`src/rtl/quire_to_posit.sv`:
```
// quire_to_posit: rounds a two's-complement quire word to a posit through a 3-stage valid/ready pipeline
module quire_to_posit #(
    parameter int POSIT_WIDTH        = 8,
    parameter int POSIT_ES           = 0,
    parameter int LOG_NB_ACCUM       = 15,
    parameter bit OUTPUT_ON_EOW_ONLY = 1'b1,
    localparam int QUIRE_SIZE = (2 ** (POSIT_ES + 2)) * (POSIT_WIDTH - 2) + 1 + LOG_NB_ACCUM
) (
    input  logic                   clk,
    input  logic                   rst_n,
    output logic                   rtr_o,
    input  logic                   rts_i,
    input  logic                   sow_i,
    input  logic                   eow_i,
    input  logic [QUIRE_SIZE-1:0]  data_i,
    input  logic                   NaR_i,
    input  logic                   sign_i,
    input  logic                   zero_i,
    input  logic                   rtr_i,
    output logic                   rts_o,
    output logic                   sow_o,
    output logic                   eow_o,
    output logic [POSIT_WIDTH-1:0] posit_o,
    output logic                   NaR_o
);
    localparam int N   = POSIT_WIDTH;
    localparam int ES  = POSIT_ES;
    localparam int QS  = QUIRE_SIZE;
    localparam int BPP = (2 ** (ES + 1)) * (N - 2);
    localparam int PW  = $clog2(QS);
    localparam int SW  = PW + 2;
    localparam int TW  = ES + N + 1;
    localparam int VW  = TW + N + 2;
    localparam logic signed [SW-1:0] MAXS = SW'((2 ** ES) * (N - 2));
    localparam logic [N-1:0] MAXPOS = {1'b0, {(N - 1){1'b1}}};
    localparam logic [N-1:0] MINPOS = N'(1);
    localparam logic [N-1:0] NAR    = {1'b1, {(N - 1){1'b0}}};

    // data_i MSB carries the sign; the separate flag is informational only
    logic unused_sign;
    assign unused_sign = sign_i;

    logic process_en, receive_en;
    logic rtr_o_q, rts_o_q;

    logic          skid_v_q, skid_nar_q, skid_zero_q, skid_sow_q, skid_eow_q;
    logic [QS-1:0] skid_data_q;

    logic          in_v, in_nar, in_zero, in_sow, in_eow, load_d;
    logic [QS-1:0] in_data, mag_d;

    logic          s1_v_q, s1_neg_q, s1_nar_q, s1_zero_q, s1_sow_q, s1_eow_q;
    logic [QS-1:0] s1_mag_q;

    logic [PW-1:0]        lead;
    logic [QS-2:0]        norm;
    logic signed [SW-1:0] scale_d;
    logic [N:0]           frac_d;
    logic                 sticky_d;

    logic                 s2_v_q, s2_neg_q, s2_nar_q, s2_zero_q, s2_sow_q, s2_eow_q, s2_sticky_q;
    logic signed [SW-1:0] s2_scale_q;
    logic [N:0]           s2_frac_q;

    logic signed [SW-1:0] k;
    logic [SW-1:0]        sh;
    logic [TW-1:0]        tail;
    logic signed [VW-1:0] vec, vec_sh;
    logic [N-2:0]         body;
    logic                 guard, rnd;
    logic [N-1:0]         sum, mag_enc, posit_d;

    logic [N-1:0] posit_q;
    logic         nar_q, sow_q, eow_q;

    assign process_en = rtr_i | ~rts_o_q;
    assign receive_en = rts_i & rtr_o_q;

    assign rtr_o   = rtr_o_q;
    assign rts_o   = rts_o_q;
    assign posit_o = posit_q;
    assign NaR_o   = nar_q;
    assign sow_o   = sow_q;
    assign eow_o   = eow_q;

    // ready tracks the pipeline's ability to advance; the skid latch parks one beat caught during a stall
    always_ff @(posedge clk or negedge rst_n) begin
        if (!rst_n) begin
            rtr_o_q     <= 1'b0;
            skid_v_q    <= 1'b0;
            skid_data_q <= '0;
            skid_nar_q  <= 1'b0;
            skid_zero_q <= 1'b0;
            skid_sow_q  <= 1'b0;
            skid_eow_q  <= 1'b0;
        end else begin
            rtr_o_q <= process_en;
            if (process_en) begin
                skid_v_q <= 1'b0;
            end else if (receive_en) begin
                skid_v_q    <= 1'b1;
                skid_data_q <= data_i;
                skid_nar_q  <= NaR_i;
                skid_zero_q <= zero_i;
                skid_sow_q  <= sow_i;
                skid_eow_q  <= eow_i;
            end
        end
    end

    // stage-1 source: latched beat first, else the live input; non-final beats become empty slots when filtering
    always_comb begin
        in_v    = skid_v_q | receive_en;
        in_data = skid_v_q ? skid_data_q : data_i;
        in_nar  = skid_v_q ? skid_nar_q  : NaR_i;
        in_zero = skid_v_q ? skid_zero_q : zero_i;
        in_sow  = skid_v_q ? skid_sow_q  : sow_i;
        in_eow  = skid_v_q ? skid_eow_q  : eow_i;
        mag_d   = in_data[QS-1] ? -in_data : in_data;
        load_d  = in_v & (!OUTPUT_ON_EOW_ONLY | in_eow);
    end

    // stage 1: magnitude (unsigned, so the most negative quire maps to 2^(QS-1)) and flags
    always_ff @(posedge clk or negedge rst_n) begin
        if (!rst_n) begin
            s1_v_q    <= 1'b0;
            s1_mag_q  <= '0;
            s1_neg_q  <= 1'b0;
            s1_nar_q  <= 1'b0;
            s1_zero_q <= 1'b0;
            s1_sow_q  <= 1'b0;
            s1_eow_q  <= 1'b0;
        end else if (process_en) begin
            s1_v_q <= load_d;
            if (load_d) begin
                s1_mag_q  <= mag_d;
                s1_neg_q  <= in_data[QS-1];
                s1_nar_q  <= in_nar;
                s1_zero_q <= in_zero | (in_data == '0);
                s1_sow_q  <= in_sow;
                s1_eow_q  <= in_eow;
            end
        end
    end

    // leading-one detect, then shift the leading one out of the top so the fraction is left-aligned
    always_comb begin
        lead = '0;
        for (int i = 0; i < QS; i++)
            if (s1_mag_q[i]) lead = PW'(i);
        norm     = (QS - 1)'(s1_mag_q << (PW'(QS - 1) - lead));
        scale_d  = SW'(lead) - SW'(BPP);
        frac_d   = norm[QS-2 -: N+1];
        sticky_d = |norm[QS-N-3:0];
    end

    // stage 2: signed scale, aligned fraction and sticky
    always_ff @(posedge clk or negedge rst_n) begin
        if (!rst_n) begin
            s2_v_q      <= 1'b0;
            s2_scale_q  <= '0;
            s2_frac_q   <= '0;
            s2_sticky_q <= 1'b0;
            s2_neg_q    <= 1'b0;
            s2_nar_q    <= 1'b0;
            s2_zero_q   <= 1'b0;
            s2_sow_q    <= 1'b0;
            s2_eow_q    <= 1'b0;
        end else if (process_en) begin
            s2_v_q <= s1_v_q;
            if (s1_v_q) begin
                s2_scale_q  <= scale_d;
                s2_frac_q   <= frac_d;
                s2_sticky_q <= sticky_d;
                s2_neg_q    <= s1_neg_q;
                s2_nar_q    <= s1_nar_q;
                s2_zero_q   <= s1_zero_q;
                s2_sow_q    <= s1_sow_q;
                s2_eow_q    <= s1_eow_q;
            end
        end
    end

    // regime built by arithmetic-shifting a "10" (k>=0) or "01" (k<0) head so it fans out into the right run;
    // exponent and fraction trail it, then round-nearest-even and saturate
    always_comb begin
        k       = s2_scale_q >>> ES;
        sh      = k[SW-1] ? ~k : k;
        tail    = TW'({s2_scale_q, s2_frac_q});
        vec     = {~k[SW-1], k[SW-1], tail, {N{1'b0}}};
        vec_sh  = vec >>> sh;
        body    = vec_sh[VW-1 -: N-1];
        guard   = vec_sh[VW-N];
        rnd     = guard & (s2_sticky_q | (|vec_sh[VW-N-1:0]) | body[0]);
        sum     = {1'b0, body} + N'(rnd);
        mag_enc = (s2_scale_q >= MAXS) ? MAXPOS :
                  (s2_scale_q < -MAXS) ? MINPOS :
                  sum[N-1] ? MAXPOS : sum;
        posit_d = s2_nar_q ? NAR : s2_zero_q ? '0 : s2_neg_q ? -mag_enc : mag_enc;
    end

    // stage 3: registered outputs, held while downstream stalls
    always_ff @(posedge clk or negedge rst_n) begin
        if (!rst_n) begin
            rts_o_q <= 1'b0;
            posit_q <= '0;
            nar_q   <= 1'b0;
            sow_q   <= 1'b0;
            eow_q   <= 1'b0;
        end else if (process_en) begin
            rts_o_q <= s2_v_q;
            if (s2_v_q) begin
                posit_q <= posit_d;
                nar_q   <= s2_nar_q;
                sow_q   <= s2_sow_q;
                eow_q   <= s2_eow_q;
            end
        end
    end
endmodule

```
`config.mk`:
```
export PLATFORM = sky130hd
export DESIGN_NAME = quire_to_posit
export DESIGN_NICKNAME = d
export VERILOG_FILES = /design/src/rtl/quire_to_posit.sv
export SDC_FILE = /design/constraint.sdc
export NUM_CORES = 1
export LEC_CHECK = 0
export CAP_MARGIN = 20
export CORE_MARGIN = 2
export CORE_UTILIZATION = 45
export CTS_CLUSTER_DIAMETER = 40
export DETAILED_ROUTE_END_ITERATION = 10
export PLACE_DENSITY = 0.69
export SETUP_SLACK_MARGIN = 0.4
export SKIP_CTS_REPAIR_TIMING = 1
export SYNTH_ARGS = -nofsm -noshare
export SYNTH_HDL_FRONTEND = slang
export SYNTH_SLANG_ARGS = --single-unit
```
`constraint.sdc`:
```
create_clock -name clk -period 10.26 [get_ports clk]
set_input_delay 2.052 -clock clk [delete_from_list [all_inputs] [get_ports clk]]
set_output_delay 2.052 -clock clk [all_outputs]
set_load 0.02 [all_outputs]
```
== Word level (Yosys, flattened, before mapping) ==
Index checks and enable logic that the tools add are counted.
Word-level totals
  register bits after elaboration: 128
  latch bits: 0
  RAM bits: 0
  bits in read-only memories: 0
  output and inout bits: 13
  word-level logic and storage cells: 111
  memories kept: 0
Cells by class
  $add $sub $neg: 5
  multiply operators: 0
  divide/modulo/power cells: 0
  magnitude comparators: 2
  equality and inequality tests: 0
  shift-type cells: 2
  muxes and demuxes: 54
  bitwise gates (word level): 12
  reduce and logical (&&, ||, !) cells: 8
Operators with widths (number)
  $mux W6: 38
  $mux W40: 2
  $logic_not A40 Y1: 1
  $neg A40 Y40: 1
  $shl A40 B6 Y39: 1
  $mux W8: 4
  $reduce_or A30 Y1: 1
  $mux W7: 3
  $sshr A19 B8 Y19: 1
  $reduce_or A11 Y1: 1
  $add A7 B1 Y8: 1
  $ge A8 B4 Y1 const B: 1
  $lt A8 B4 Y1 const B: 1
  $neg A7 Y8: 1
  $not A8 Y8: 1
  $reduce_and A2 Y1: 4
  $mux W1: 7
  $sub A6 B4 Y7 const B: 1
  $sub A6 B6 Y6 const A: 1
  $or A1 B1 Y1: 5
  $and A1 B1 Y1: 3
  $not A1 Y1: 3
  $reduce_bool A2 Y1: 1

== Longest topological paths before layout ==
  depth in word-level cells: 42
  depth in mapped cells: 19
  mapped depth without buffers: 15

== Worst setup path after synthesis ==
OpenSTA, ideal clock, no wires.
  path type: reg-to-reg
  start: register skid_v_q
  end: register s1_mag_q[36]
  arrival time: 4309 ps
  data required time: 10127 ps
  path slack: 5818 ps
  stages on the path, launching flop included: 20
  path buffers: 6
  period minus slack after synthesis: 4442 ps
  path through: dfrtp_1 clkbuf_1 clkbuf_1 clkbuf_1 buf_2 buf_2 buf_2 mux2i_1 ha_1 o21ai_0 or2_2 nor2_1 o21ai_0 nor2_1 nand3_1 inv_1 nand4_1 o21ai_0 xnor2_1 o21ai_0
Between the ends
  word-level cells in the longest chain between the ends: 3
  elaborated cells between the ends (all ways): 7
  those cells by class: 1 x add/sub; 3 x mux; 2 x bitwise; 1 x reduce/logical
RTL lines
  start: declaration: RTL line 46  | logic skid_v_q, skid_nar_q, skid_zero_q, skid_sow_q, skid_eow_q;
  start signal: assignment: RTL line 90  | skid_v_q <= 1'b0;
  start signal: assignment: RTL line 99  | skid_v_q <= 1'b0;
  start signal: assignment: RTL line 101  | skid_v_q <= 1'b1;
  $mux W40, or another cell as far along: RTL line 114  | in_data = skid_v_q ? skid_data_q : data_i;
  $neg A40 Y40 or $and A1 B1 Y1 (tied branches): RTL line 119, 120
  $mux W40 or $reduce_and A2 Y1 (tied branches)
  end signal: assignment: RTL line 136  | s1_mag_q <= mag_d;
  end: declaration: RTL line 53  | logic [QS-1:0] s1_mag_q;
Several ways; a longest one is shown, not always the timed one.
A chain may end at the register's enable or synchronous reset.

== Worst setup path in the final report ==
  start: input port data_i[1]
  end: register s1_mag_q[38]
Between the ends
  word-level cells in the longest chain between the ends: 3
RTL lines
  start: declaration: RTL line 15  | input logic [QUIRE_SIZE-1:0] data_i,
  $mux W40: RTL line 114
  $neg A40 Y40: RTL line 119  | mag_d = in_data[QS-1] ? -in_data : in_data;
  $mux W40: RTL line 119
No other way between the ends.

==> metrics.md <==
| Metric | Value |
|---|---|
| Number of synthesized register bits | `127` |
| Number of clock buffers inserted by TritonCTS | `17` |
| Routed wire length per instance | `between 15 and 20 µm` |
| Count of H-tree levels built during CTS | `4` |
| Initial cell density of the core | `46.2%` |
| Min-delay worst type | `reg2reg` |
| Total DRC errors in the routed layout | `0` |
| Horizontal extent of the die | `154 µm` |
| Endpoints failing setup | `0` |
| Top-area cell type share of the netlist area | `31.3%` |
| Number of endpoints with negative hold slack in the final report | `0` |
| Largest net degree at the start of global routing | `91` |
| Violation count after the first detailed-route iteration | `about 780` |
| Antenna Cells | `0` |
| Library cell appearing most often on the critical path | `sky130_fd_sc_hd__o21ai_0` |
| Relative slew margins | `37.8%` |
| Floorplan core area | `0.0220 mm²` |
| Clock root buffer | `sky130_fd_sc_hd__clkbuf_16` |
| Crit path kind | `in2reg` |
| Sum of overflow across all layers after global routing | `0` |
| Clock transition at path regs | `0.06 ns` |
| Mapped Nets | `1,251` |
| Power after layout | `~4.2 mW` |
| Top library cells by usage in the layout, fill and taps aside | `sky130_fd_sc_hd__nand2_1, sky130_fd_sc_hd__dfrtp_1, sky130_fd_sc_hd__o21ai_0` |
| Total placed cells including tap cells | `1,461` |
| Number of standard-cell rows in the floorplan | `54` |
| Sum of negative setup slack | `0 ns` |
| Crit-path leading delay family | `simple AND/OR/NAND/NOR gates` |
| Final non-filler cell total | `1,493` |
| Cells on Worst Hold Path | `2` |
| CTS tree | `done` |
| Die Outline Area | `around 0.024 mm²` |
| Via count of the first global-routing pass | `8,607` |
| Area overhead of the layout relative to synthesis | `12.3%` |
| Main synth FF type | `sky130_fd_sc_hd__dfrtp_1` |
| Terminating pin of the worst hold path | `s1_sow_q` |
| Final hold slack | `roughly 0.48 ns` |
| Maximum ir drop on the vdd rail | `184 µV` |
| Post-place setup slack | `5.03 ns` |
| Router iterations before antenna repair | `5` |
| Post-layout net count | `1,255` |
| Global-route usage over all layers | `21.9%` |
| Arrival time worst endpoint | `5.08 ns` |
| Crit start category | `input port` |
| Initial antenna violation count | `0` |
| Required time reported for the critical path endpoint | `10.53 ns` |
| Clock latency on the worst-skew pair | `around 0.43 ns` |
| Clock tree sinks | `127` |
| Leakage power figure | `4.52 nW` |
| Synthesized instance count | `1,196` |
| YS warnings | `0` |
| Power density cells | `372 mW/mm²` |
| Layout Skew | `0.0130 ns` |
| Antenna violation net count after detailed routing | `0` |
| Critical Path Sink Type | `register` |
| Buffers on Ports | `60` |
| Reg-to-Reg Start | `s1_mag_q[31]` |
| Portion of the clock cycle consumed by the worst path in the final layout | `between 40% and 50%` |
| Worst Tran Pin Value | `0.933 ns` |
| Worst min-delay path startpoint | `s1_sow_q` |
| Number of primary I/O pins | `62` |
| Synth Cell Area | `0.0101 mm²` |
| Maximum buffer depth of the clock tree | `2` |
| Worst Reg2Reg Path Length in Cells | `12` |
| Cell type of the slowest stage on the worst timing path | `sky130_fd_sc_hd__clkdlybuf4s50_1` |
| Mean post-synth cell area | `8.48 µm²` |
| Final critical delay including setup and external delays | `roughly 4.8 ns` |
| Largest fanout on the critical path | `6` |
| Maximum single-stage delay on the critical path | `0.41 ns` |
| Number of enable-type register cells in the synthesized netlist | `0` |
| Cell-by-cell listing of the critical path | `clkdlybuf4s50_1, mux2i_1, ha_1, o21ai_0, or2_2, nor2_1, o21ai_0, nor2_1, nand3_1, inv_1, nand4_1, o21ai_0, xnor2_1, o21ai_0` |
| Layout cell share with drive strength beyond 1 | `12.0%` |
| Commonest non-fill, non-tap cell in the layout | `sky130_fd_sc_hd__nand2_1` |
| Vias after detailed routing | `8,939` |
| Max_cap viols | `0` |
| First-pass GRT wire length | `43,100 µm` |
| Smallest setup slack after layout | `approximately 5.4 ns` |
| Synth area leaders | `sky130_fd_sc_hd__dfrtp_1, sky130_fd_sc_hd__mux2i_1, sky130_fd_sc_hd__mux2_2, sky130_fd_sc_hd__nand2_1, sky130_fd_sc_hd__o21ai_0` |
| Outcome | `finished clean` |
| Crit Reg-Reg Endpoint | `s2_sticky_q` |
| Highest attainable clock frequency | `208 MHz` |
| Register-to-register setup slack | `~5.8 ns` |
| Die span in y | `154 µm` |
| Final max-slew violation count | `0` |
| Register area share after synthesis | `a little under a third` |
| Ratio of routed vias to standard cells | `5.99` |
| DP Wirelength | `~18,000 µm` |
| Library cells used by synthesis | `89` |
| Routability congestion estimate | `0.898` |
| RSZ-0062 raised after global routing | `false` |
| Fraction of registers with async set/reset | `100%` |
| Cell type with the highest aggregate area in the netlist | `sky130_fd_sc_hd__dfrtp_1` |
| Number of buffer and inverter stages on the critical path | `2` |
| WL final | `25,400 µm` |
==> through the flow <==
step / area, µm² / util, %
after global routing: 11400 / 51.9
after CTS: 11400 / 51.9
final: 11400 / 51.9
after detailed placement: 10800 / 49.3
after floorplan: 10100 / -
after global placement: 10800 / 49.2
==> worst min-delay path: cells and delay by family (launching register included) <==
family,cells,cell delay [ns]
AND/OR/NAND/NOR,1,0.05
flip-flops,1,0.34
AO/OA/AOI/OAI,1,0.06
==> cell usage after synthesis, types with 4 or more instances <==
cell / count
sky130_fd_sc_hd__nand2b_1: 12
sky130_fd_sc_hd__a22o_1: 10
sky130_fd_sc_hd__o211ai_1: 14
sky130_fd_sc_hd__o21bai_1: 6
sky130_fd_sc_hd__a221oi_1: 5
sky130_fd_sc_hd__buf_4: 5
sky130_fd_sc_hd__o21a_1: 6
sky130_fd_sc_hd__a211oi_1: 10
sky130_fd_sc_hd__nor3_1: 26
sky130_fd_sc_hd__clkbuf_1: 55
sky130_fd_sc_hd__buf_1: 4
sky130_fd_sc_hd__nand2_1: 145
sky130_fd_sc_hd__nor2_1: 84
sky130_fd_sc_hd__xor2_1: 15
sky130_fd_sc_hd__a22oi_1: 10
sky130_fd_sc_hd__a32oi_1: 5
sky130_fd_sc_hd__and3_1: 13
sky130_fd_sc_hd__o311a_1: 4
sky130_fd_sc_hd__mux2i_1: 92
sky130_fd_sc_hd__or4_1: 4
sky130_fd_sc_hd__inv_1: 21
sky130_fd_sc_hd__nand4_1: 9
sky130_fd_sc_hd__o31ai_1: 9
sky130_fd_sc_hd__nor4_1: 14
sky130_fd_sc_hd__mux2_2: 69
sky130_fd_sc_hd__mux4_2: 5
sky130_fd_sc_hd__dfrtp_1: 127
sky130_fd_sc_hd__nand3_1: 33
sky130_fd_sc_hd__and2_1: 7
sky130_fd_sc_hd__a21oi_1: 61
sky130_fd_sc_hd__o21ai_1: 11
sky130_fd_sc_hd__o22ai_1: 9
sky130_fd_sc_hd__buf_2: 21
sky130_fd_sc_hd__nor2b_1: 13
sky130_fd_sc_hd__ha_1: 6
sky130_fd_sc_hd__o41ai_1: 8
sky130_fd_sc_hd__a31oi_1: 11
sky130_fd_sc_hd__o21ai_0: 107
sky130_fd_sc_hd__nor3b_1: 11
sky130_fd_sc_hd__or3_1: 6
sky130_fd_sc_hd__xnor2_1: 35
sky130_fd_sc_hd__a21o_1: 6
==> worst max-delay path by stage <==
stage,startpoint,end,slack [ns],depth (start not counted)
2_1_floorplan,skid_v_q,s1_mag_q[36],5.82,19
3_3_place_gp,data_i[1],s1_mag_q[36],5.09,14
3_5_place_dp,data_i[1],s1_mag_q[38],5.03,14
4_1_cts,data_i[1],s1_mag_q[38],5.47,14
5_1_grt,data_i[1],s1_mag_q[36],5.12,14
6_report,data_i[1],s1_mag_q[38],5.45,14
==> area by class of cell <==
type                       instances  area, µm²
tap                              280        350
multi-input combinational        958       6510
clock buffer                      19        433
fill                            2057      10600
clock inverter                    13        131
inverter                          24       90.1
timing repair buffer              72        701
sequential                       127       3180
==> routing by layer <==
| metal | routed length [µm] | track usage, % | share of wire, % | up-vias |
|---|---|---|---|---|
| li1 | - | - | - | 4410 |
| met1 | 12100 | 31.0 | 48 | 4241 |
| met2 | 11800 | 34.6 | 46 | 248 |
| met3 | 1080 | 3.21 | 4.3 | 40 |
| met4 | 460 | 7.08 | 1.8 | 0 |
| met5 | 0 | 0 | 0 | - |
==> cells by family after synthesis <==
kind of cell    Yosys count  share of synthesized area [%]
compound gates          335                           21.5
xor+xnor                 52                           4.64
fa+ha+maj                 6                          0.740
buf+inv                 111                           4.70
flops                   127                           31.3
mux                     166                           17.8
simple gates            399                           19.2
==> where the power goes <==
part / switching (mW) / internal [mW] / total (mW)
clock network: 0.238 / 0.338 / 0.576
logic: 1.53 / 1.11 / 2.63
registers: 0.304 / 0.730 / 1.03
==> state kept, by name (all words and copies together) (netlist names), 7 cells and up <==
register,cells
s1_mag_q,40
posit_o,8
s2_frac_q,9
k,7
skid_data_q,40
Power figures use the tool's default switching activity.
